<file path="src/rtl/tlc_pkg.sv">
//----------------------------------------------------------------------------
// Module   : tlc_pkg
// Brief    : Shared types, lamp constants and sizing helper for the
//            parametrised highway / local-road traffic light controller.
// Revision : 1.0  initial release
//----------------------------------------------------------------------------
`default_nettype none

package tlc_pkg;

    typedef enum logic [2:0] {
        HW_G = 3'd0,
        HW_Y = 3'd1,
        AR1  = 3'd2,
        LR_G = 3'd3,
        LR_Y = 3'd4,
        AR2  = 3'd5,
        PED  = 3'd6
    } tlc_state_t;

    localparam logic [2:0] L_GREEN  = 3'b100;
    localparam logic [2:0] L_YELLOW = 3'b010;
    localparam logic [2:0] L_RED    = 3'b001;

    // Bits needed to hold 0..max_val.
    function automatic int cnt_width(input int max_val);
        return (max_val < 2) ? 1 : $clog2(max_val + 1);
    endfunction

endpackage

`default_nettype wire

</file>
<file path="src/rtl/tlc_if.sv">
//----------------------------------------------------------------------------
// Module   : tlc_if
// Brief    : Junction-side signals of the traffic light controller. The
//            pedestrian signals exist only when TLC_PED_EN is defined.
// Revision : 1.0  initial release
//----------------------------------------------------------------------------
`default_nettype none

interface tlc_if;
    logic       lr_has_car;
    logic [2:0] hw_light;
    logic [2:0] lr_light;
`ifdef TLC_PED_EN
    logic       ped_req;
    logic       ped_walk;
`endif

    // Junction model side: sensors out, lamps in.
    modport master (
        output lr_has_car,
`ifdef TLC_PED_EN
        output ped_req,
        input  ped_walk,
`endif
        input  hw_light,
        input  lr_light
    );

    // Controller side.
    modport slave (
        input  lr_has_car,
`ifdef TLC_PED_EN
        input  ped_req,
        output ped_walk,
`endif
        output hw_light,
        output lr_light
    );
endinterface

`default_nettype wire

</file>
<file path="src/rtl/tlc_phase_timer.sv">
//----------------------------------------------------------------------------
// Module   : tlc_phase_timer
// Brief    : Per-state cycle counter with synchronous clear, saturation and
//            a "reached limit-1" compare.
// Revision : 1.0  initial release
//----------------------------------------------------------------------------
`default_nettype none

module tlc_phase_timer #(
    parameter int CNT_W = 7
) (
    input  wire logic             clk,
    input  wire logic             rst_n,
    input  wire logic             i_clr,
    input  wire logic [CNT_W-1:0] i_limit,
    output logic      [CNT_W-1:0] o_cnt,
    output logic                  o_at_limit
);

    logic [CNT_W-1:0] r_cnt;

    always_ff @(posedge clk or negedge rst_n) begin
        if (!rst_n) begin
            r_cnt <= '0;
        end else if (i_clr) begin
            r_cnt <= '0;
        end else if (r_cnt != {CNT_W{1'b1}}) begin
            r_cnt <= r_cnt + 1'b1;
        end
    end

    assign o_cnt      = r_cnt;
    // Limits are always >= 1, so limit-1 never underflows.
    assign o_at_limit = (r_cnt >= (i_limit - 1'b1));

endmodule

`default_nettype wire

</file>
<file path="src/rtl/traffic_light_ctrl_param.sv">
//----------------------------------------------------------------------------
// Module   : traffic_light_ctrl_param
// Brief    : Moore traffic light controller, highway / local road, with
//            configurable phase lengths, local-road min/max green and gap-out.
//            Define TLC_PED_EN to add the pedestrian walk phase.
// Revision : 1.0  initial release
//----------------------------------------------------------------------------
`default_nettype none

module traffic_light_ctrl_param
    import tlc_pkg::*;
#(
    parameter int HW_MIN_CYC = 70,
    parameter int LR_MIN_CYC = 10,
    parameter int LR_MAX_CYC = 70,
    parameter int YEL_CYC    = 25,
    parameter int RED_CYC    = 1,
    parameter int PED_CYC    = 20
) (
    input  wire logic clk,
    input  wire logic rst_n,
    tlc_if.slave      bus
);

    localparam int MAX_A  = (HW_MIN_CYC > LR_MAX_CYC) ? HW_MIN_CYC : LR_MAX_CYC;
    localparam int MAX_B  = (YEL_CYC > RED_CYC) ? YEL_CYC : RED_CYC;
    localparam int MAX_C  = (MAX_A > MAX_B) ? MAX_A : MAX_B;
    localparam int MAX_P  = (MAX_C > PED_CYC) ? MAX_C : PED_CYC;
    localparam int CNT_W  = cnt_width(MAX_P);

    localparam logic [CNT_W-1:0] c_hw_lim  = CNT_W'(HW_MIN_CYC);
    localparam logic [CNT_W-1:0] c_lr_lim  = CNT_W'(LR_MIN_CYC);
    localparam logic [CNT_W-1:0] c_lr_max  = CNT_W'(LR_MAX_CYC - 1);
    localparam logic [CNT_W-1:0] c_yel_lim = CNT_W'(YEL_CYC);
    localparam logic [CNT_W-1:0] c_red_lim = CNT_W'(RED_CYC);
    localparam logic [CNT_W-1:0] c_ped_lim = CNT_W'(PED_CYC);

    generate
        if (HW_MIN_CYC < 1 || LR_MIN_CYC < 1 || LR_MAX_CYC < 1 || YEL_CYC < 1 ||
            RED_CYC < 1 || PED_CYC < 1 || LR_MIN_CYC > LR_MAX_CYC) begin : g_bad_params
            $error("traffic_light_ctrl_param: invalid phase duration parameters");
        end
    endgenerate

    tlc_state_t       r_state;
    tlc_state_t       w_next;
    logic [CNT_W-1:0] w_limit;
    logic [CNT_W-1:0] w_cnt;
    logic             w_at_limit;
    logic             w_pend;
    logic             w_lr_max;

    tlc_phase_timer #(
        .CNT_W (CNT_W)
    ) u_timer (
        .clk        (clk),
        .rst_n      (rst_n),
        .i_clr      (w_next != r_state),
        .i_limit    (w_limit),
        .o_cnt      (w_cnt),
        .o_at_limit (w_at_limit)
    );

    // The counter clears on every state change, so == and >= agree here.
    assign w_lr_max = (w_cnt == c_lr_max);

    always_ff @(posedge clk or negedge rst_n) begin
        if (!rst_n) begin
            r_state <= HW_G;
        end else begin
            r_state <= w_next;
        end
    end

`ifdef TLC_PED_EN
    logic r_pend;

    always_ff @(posedge clk or negedge rst_n) begin
        if (!rst_n) begin
            r_pend <= 1'b0;
        end else if (w_next == PED && r_state != PED) begin
            r_pend <= 1'b0;
        end else if (bus.ped_req && r_state != PED) begin
            r_pend <= 1'b1;
        end
    end

    assign w_pend = r_pend;
`else
    assign w_pend = 1'b0;
`endif

    always_comb begin
        w_next       = r_state;
        w_limit      = c_hw_lim;
        bus.hw_light = L_RED;
        bus.lr_light = L_RED;
`ifdef TLC_PED_EN
        bus.ped_walk = 1'b0;
`endif
        case (r_state)
            HW_G: begin
                w_limit      = c_hw_lim;
                bus.hw_light = L_GREEN;
                if (w_at_limit && (bus.lr_has_car || w_pend)) w_next = HW_Y;
            end
            HW_Y: begin
                w_limit      = c_yel_lim;
                bus.hw_light = L_YELLOW;
                if (w_at_limit) w_next = AR1;
            end
            AR1: begin
                w_limit = c_red_lim;
                if (w_at_limit) w_next = w_pend ? PED : LR_G;
            end
            LR_G: begin
                w_limit      = c_lr_lim;
                bus.lr_light = L_GREEN;
                if (w_lr_max || (w_at_limit && !bus.lr_has_car)) w_next = LR_Y;
            end
            LR_Y: begin
                w_limit      = c_yel_lim;
                bus.lr_light = L_YELLOW;
                if (w_at_limit) w_next = AR2;
            end
            AR2: begin
                w_limit = c_red_lim;
                if (w_at_limit) w_next = HW_G;
            end
`ifdef TLC_PED_EN
            PED: begin
                w_limit      = c_ped_lim;
                bus.ped_walk = 1'b1;
                if (w_at_limit) w_next = bus.lr_has_car ? LR_G : AR2;
            end
`endif
            default: begin
                w_limit = c_ped_lim;
                w_next  = HW_G;
            end
        endcase
    end

endmodule

`default_nettype wire

</file>
<file path="src/flat_wrapper.sv">
// flat-port wrapper written by rule: the top's interface ports become plain ports
module traffic_light_ctrl_param_flat import tlc_pkg::*;
#(
    parameter int HW_MIN_CYC = 70,
    parameter int LR_MIN_CYC = 10,
    parameter int LR_MAX_CYC = 70,
    parameter int YEL_CYC    = 25,
    parameter int RED_CYC    = 1,
    parameter int PED_CYC    = 20
)
  (clk, rst_n, bus_lr_has_car, bus_hw_light, bus_lr_light);
  tlc_if bus_i ();
  input  wire logic clk;
  input  wire logic rst_n;
  input wire logic [$bits(bus_i.lr_has_car)-1:0] bus_lr_has_car;
  output wire logic [$bits(bus_i.hw_light)-1:0] bus_hw_light;
  output wire logic [$bits(bus_i.lr_light)-1:0] bus_lr_light;
  assign bus_i.lr_has_car = bus_lr_has_car;
  assign bus_hw_light = bus_i.hw_light;
  assign bus_lr_light = bus_i.lr_light;
  traffic_light_ctrl_param #(.HW_MIN_CYC(HW_MIN_CYC), .LR_MIN_CYC(LR_MIN_CYC), .LR_MAX_CYC(LR_MAX_CYC), .YEL_CYC(YEL_CYC), .RED_CYC(RED_CYC), .PED_CYC(PED_CYC)) u_core (.clk(clk), .rst_n(rst_n), .bus(bus_i));
endmodule
</file>
<file path="config.mk">
export PLATFORM = sky130hd
export DESIGN_NAME = traffic_light_ctrl_param_flat
export DESIGN_NICKNAME = d
export VERILOG_FILES = /design/src/rtl/tlc_pkg.sv /design/src/rtl/tlc_if.sv /design/src/rtl/tlc_phase_timer.sv /design/src/rtl/traffic_light_ctrl_param.sv /design/src/flat_wrapper.sv
export SDC_FILE = /design/constraint.sdc
export NUM_CORES = 1
export LEC_CHECK = 0
export CAP_MARGIN = 5
export CORE_ASPECT_RATIO = 1.2
export CORE_MARGIN = 5
export CORE_UTILIZATION = 25
export CTS_BUF_LIST = sky130_fd_sc_hd__clkbuf_4
export DETAILED_ROUTE_END_ITERATION = 16
export PLACE_DENSITY = 0.52
export SYNTH_ARGS = -nofsm -noshare
export SYNTH_HDL_FRONTEND = slang
export SYNTH_SLANG_ARGS = --single-unit
export TNS_END_PERCENT = 5
</file>
<file path="constraint.sdc">
create_clock -name clk -period 3.81 [get_ports clk]
set_input_delay 0.762 -clock clk [delete_from_list [all_inputs] [get_ports clk]]
set_output_delay 0.762 -clock clk [all_outputs]
set_load 0.02 [all_outputs]
</file>
==> run summary, run 1 <==
Register area: 250 sq um
First-pass GRT wire length: 3.11 mm
Fin. Hold Viols: 0
Fraction of the yosys area taken by sequential cells: 0.287
Drt wl/cell: 12.0 microns
Fraction of layout cells with a size suffix above 1: 0.160
Final Worst Setup Slack: 0.544 ns
Fillers: 370
Buf/Inv on CP: 1
GRT Total Usage: 0.0781
Pins Over Slew Limit: 0
Ys Warns: 0
Hold Path Class: reg -> reg
Die W: 64.0 microns
Clk Latency, worst-skew pair: 0.26 ns
Crit-path leading delay family: simple AND/OR/NAND/NOR gates
Distinct cells, synth: 39
Setup TNS: 0 ns
Clk sinks: 10
Clk pwr share: 0.382
CTS tree: yes
Root Driver: clkbuf_4
Crit. End Element: flop
Core area: 3370 sq um
Largest stage delay on the critical path: 0.58 ns
RSZ-0062 raised after global routing: false
Max Root-Sink Buffers: 2
CTS buffer count: 3
Pleak: 0.442 nW
Starting Density: 0.259
Gate Count Post-Synth: 98
Final wirelength: 1.72 mm
Chip height: 74.7 microns
Area growth, synth to finish: 15.8%
CP required: 3.95 ns
Sequential share of power: 0.586
Grt ovf: 0
Startpoint types: flop
GPL Wtd Cong: 0.744
CP max-delay cell: dfrtp_1
# diodes: 0
Number of global-route vias before repair: 706
Antenna viol nets, final: 0
Top cells by area, synth: dfrtp_1 (29%), ha_1 (16%), nor2_1 (5.6%)
Initial antenna violation count: 0
Comb pwr share: 0.033
Most common cell in the netlist: nor2_1
Met1 Use GR: 0.101
Worst-path fanout max: 14
Seq cells post-synth: 10
Cell Area, Synth: 873 sq um
CTS resizes: 0
Post-DP HPWL: 1.40 mm
Count of final setup violators: 0
R2R Setup Slk: 0.54 ns
Vias per inst: 5.05
# IOs: 9
CTS HTree Levels: 1
Met2 Track Usage GR: 0.134
Peak Freq: 306 MHz
Final Cell Area: 1010 sq um
Psw: 36.3 uW
Hold_ws: 0.585 ns
GR peak layer: met2
Vias: 722
Port buffer count: 8
Internal power: 145 uW
Top post-synthesis cells by count: nor2_1 (13), ha_1 (11), dfrtp_1 (10), inv_1 (7)
Rows: 23
Die area: 4780 sq um
Slew HR: 0.697
Post-Place Setup Slack: 0.526 ns
Syn Area/Cell: 8.91 sq um
Critical path arrival: 3.41 ns
Setup repair bufs after CTS: 0
Post-synth top area cell: dfrtp_1
Max-cap viol count: 0
Min cycle time layout: 3.27 ns
Number of DRC markers in iteration 0: 12
Share of the synthesized area in the top cell type: 0.287
Top_reg_cell synth: dfrtp_1
Asr flop ratio synth: 1.00
DRC Markers: 0
Post-CTS Hold Fix Bufs: 0
Met3 Use GR: 0.0134
Slew @ Worst Pin: 0.453 ns
Status: finished clean
Worst VDD drop: 0.000132 V
Number of synthesized flops with an enable pin: 0
Crit Path Category: reg -> reg
DR pass1 iterations: 2
Sw Ratio: 0.200
Crit-path cells: nand2_1 > or2_2 > inv_1 > nor2_1 > ha_1 > or2_2 > a21oi_1 > ha_1 > a211o_1 > a21oi_1 > o21ai_2 > mux2i_1 > nor4_1
P per Cell Area: 179 nW/um^2
Placed Instance Area: 988 sq um
Crit share post-route: 0.857
Nets@finish: 122
Area of the multi-input gates: 586 sq um
Largest net degree at the start of global routing: 15
Clk slew on worst S/H paths: 0.06 ns
Final Total Pwr: 181 uW
Worst Skew: 0.00138 ns
Syn nets: 112
-- placed cells by master, fill, tap and decap left out, types with 2 or more instances in the layout --
master	count
clkdlybuf4s50_1	8
nand2_1	4
and3_1	3
a211o_1	2
nand3_1	4
and3_2	2
ha_1	11
nand4_1	2
nor3_2	2
inv_1	7
o21ai_0	3
a31oi_1	2
clkbuf_4	3
nor2_1	13
dfrtp_1	10
a21oi_1	3
or2_2	4
-- per-stage QoR --
step                std cells   util
finish                    143  0.300
CTS                       143  0.300
floorplan                  98      -
global placement          140  0.294
detailed placement        140  0.294
global route              143  0.300
-- worst register-to-register path, cell delays in order, from the launching register on --
cell and delay [ns]:
dfrtp_1 0.58, nand2_1 0.18, or2_2 0.32, inv_1 0.10
nor2_1 0.08, ha_1 0.20, or2_2 0.29, a21oi_1 0.15
ha_1 0.26, a211o_1 0.26, a21oi_1 0.16, o21ai_2 0.14
mux2i_1 0.14, nor4_1 0.29
-- final timing paths --
path / start / end / depth (start not counted)
worst min register to register: u_core.u_timer.o_cnt[6] / u_core.u_timer.o_cnt[6] / 2
min in group asynchronous: rst_n / u_core.u_timer.o_cnt[5] / 1
worst min-delay path: u_core.u_timer.o_cnt[6] / u_core.u_timer.o_cnt[6] / 2
worst max register to register: u_core.r_state[0] / u_core.r_state[1] / 13
max in group asynchronous: rst_n / u_core.u_timer.o_cnt[6] / 1
worst max-delay path: u_core.r_state[0] / u_core.r_state[1] / 13
-- registers in the layout, indices dropped and copies added (netlist names) --
signal / flops
u_core.r_state: 3
u_core.u_timer.o_cnt: 7
-- power by group through the flow --
| stage | clock, mW | combinational, mW | sequential (mW) |
|---|---|---|---|
| after floorplan | 0 | 0.00161 | 0.108 |
| after global placement | 0 | 0.00597 | 0.108 |
| after detailed placement | 0 | 0.00611 | 0.108 |
| after CTS | 0.0717 | 0.00612 | 0.106 |
| after global routing | 0.0783 | 0.00666 | 0.106 |
| final | 0.0692 | 0.00590 | 0.106 |
-- cells by family (layout without fill, tap and decap cells) --
family / after synthesis / in the layout / synth area share
and+or+nand+nor: 42 / 42 / 0.269
AOI/OAI and AO/OA: 22 / 22 / 0.209
adders and majority gates: 11 / 11 / 0.158
DFF: 10 / 10 / 0.287
buffers and inverters: 10 / 18 / 0.0430
muxes: 2 / 2 / 0.0244
xor gates and xnor gates: 1 / 1 / 0.0100
-- area by class of cell --
cell class,count,area share
multi-input combinational,78,0.579
sequential,10,0.248
timing repair buffer,8,0.0792
tap,37,0.0458
inverter,7,0.0260
clock buffer,3,0.0223
-- metal layers --
metal  up-vias  part of all wire
met5         -                 0
met4         0            0.0023
met3         2             0.033
met2        10              0.47
met1       341              0.50
li1        369                 -
No activity file was read; power rests on OpenSTA's default activity.
==> run 2, diff against run 1 <==
--- a/config.mk
+++ b/config.mk
@@ -12,6 +12,7 @@
 export CTS_BUF_LIST = sky130_fd_sc_hd__clkbuf_4
 export DETAILED_ROUTE_END_ITERATION = 16
 export PLACE_DENSITY = 0.52
+export SLEW_MARGIN = 25
 export SYNTH_ARGS = -nofsm -noshare
 export SYNTH_HDL_FRONTEND = slang
 export SYNTH_SLANG_ARGS = --single-unit
==> results of run 2 <==
No change in the layout: final DEF, timing and power equal those of run 1.
==> run 3, diff against run 2 <==
--- a/config.mk
+++ b/config.mk
@@ -5,7 +5,7 @@
 export SDC_FILE = /design/constraint.sdc
 export NUM_CORES = 1
 export LEC_CHECK = 0
-export CAP_MARGIN = 5
+export CAP_MARGIN = 10
 export CORE_ASPECT_RATIO = 1.2
 export CORE_MARGIN = 5
 export CORE_UTILIZATION = 25
==> results of run 3 <==
No change in the layout: final DEF, timing and power equal those of run 1.
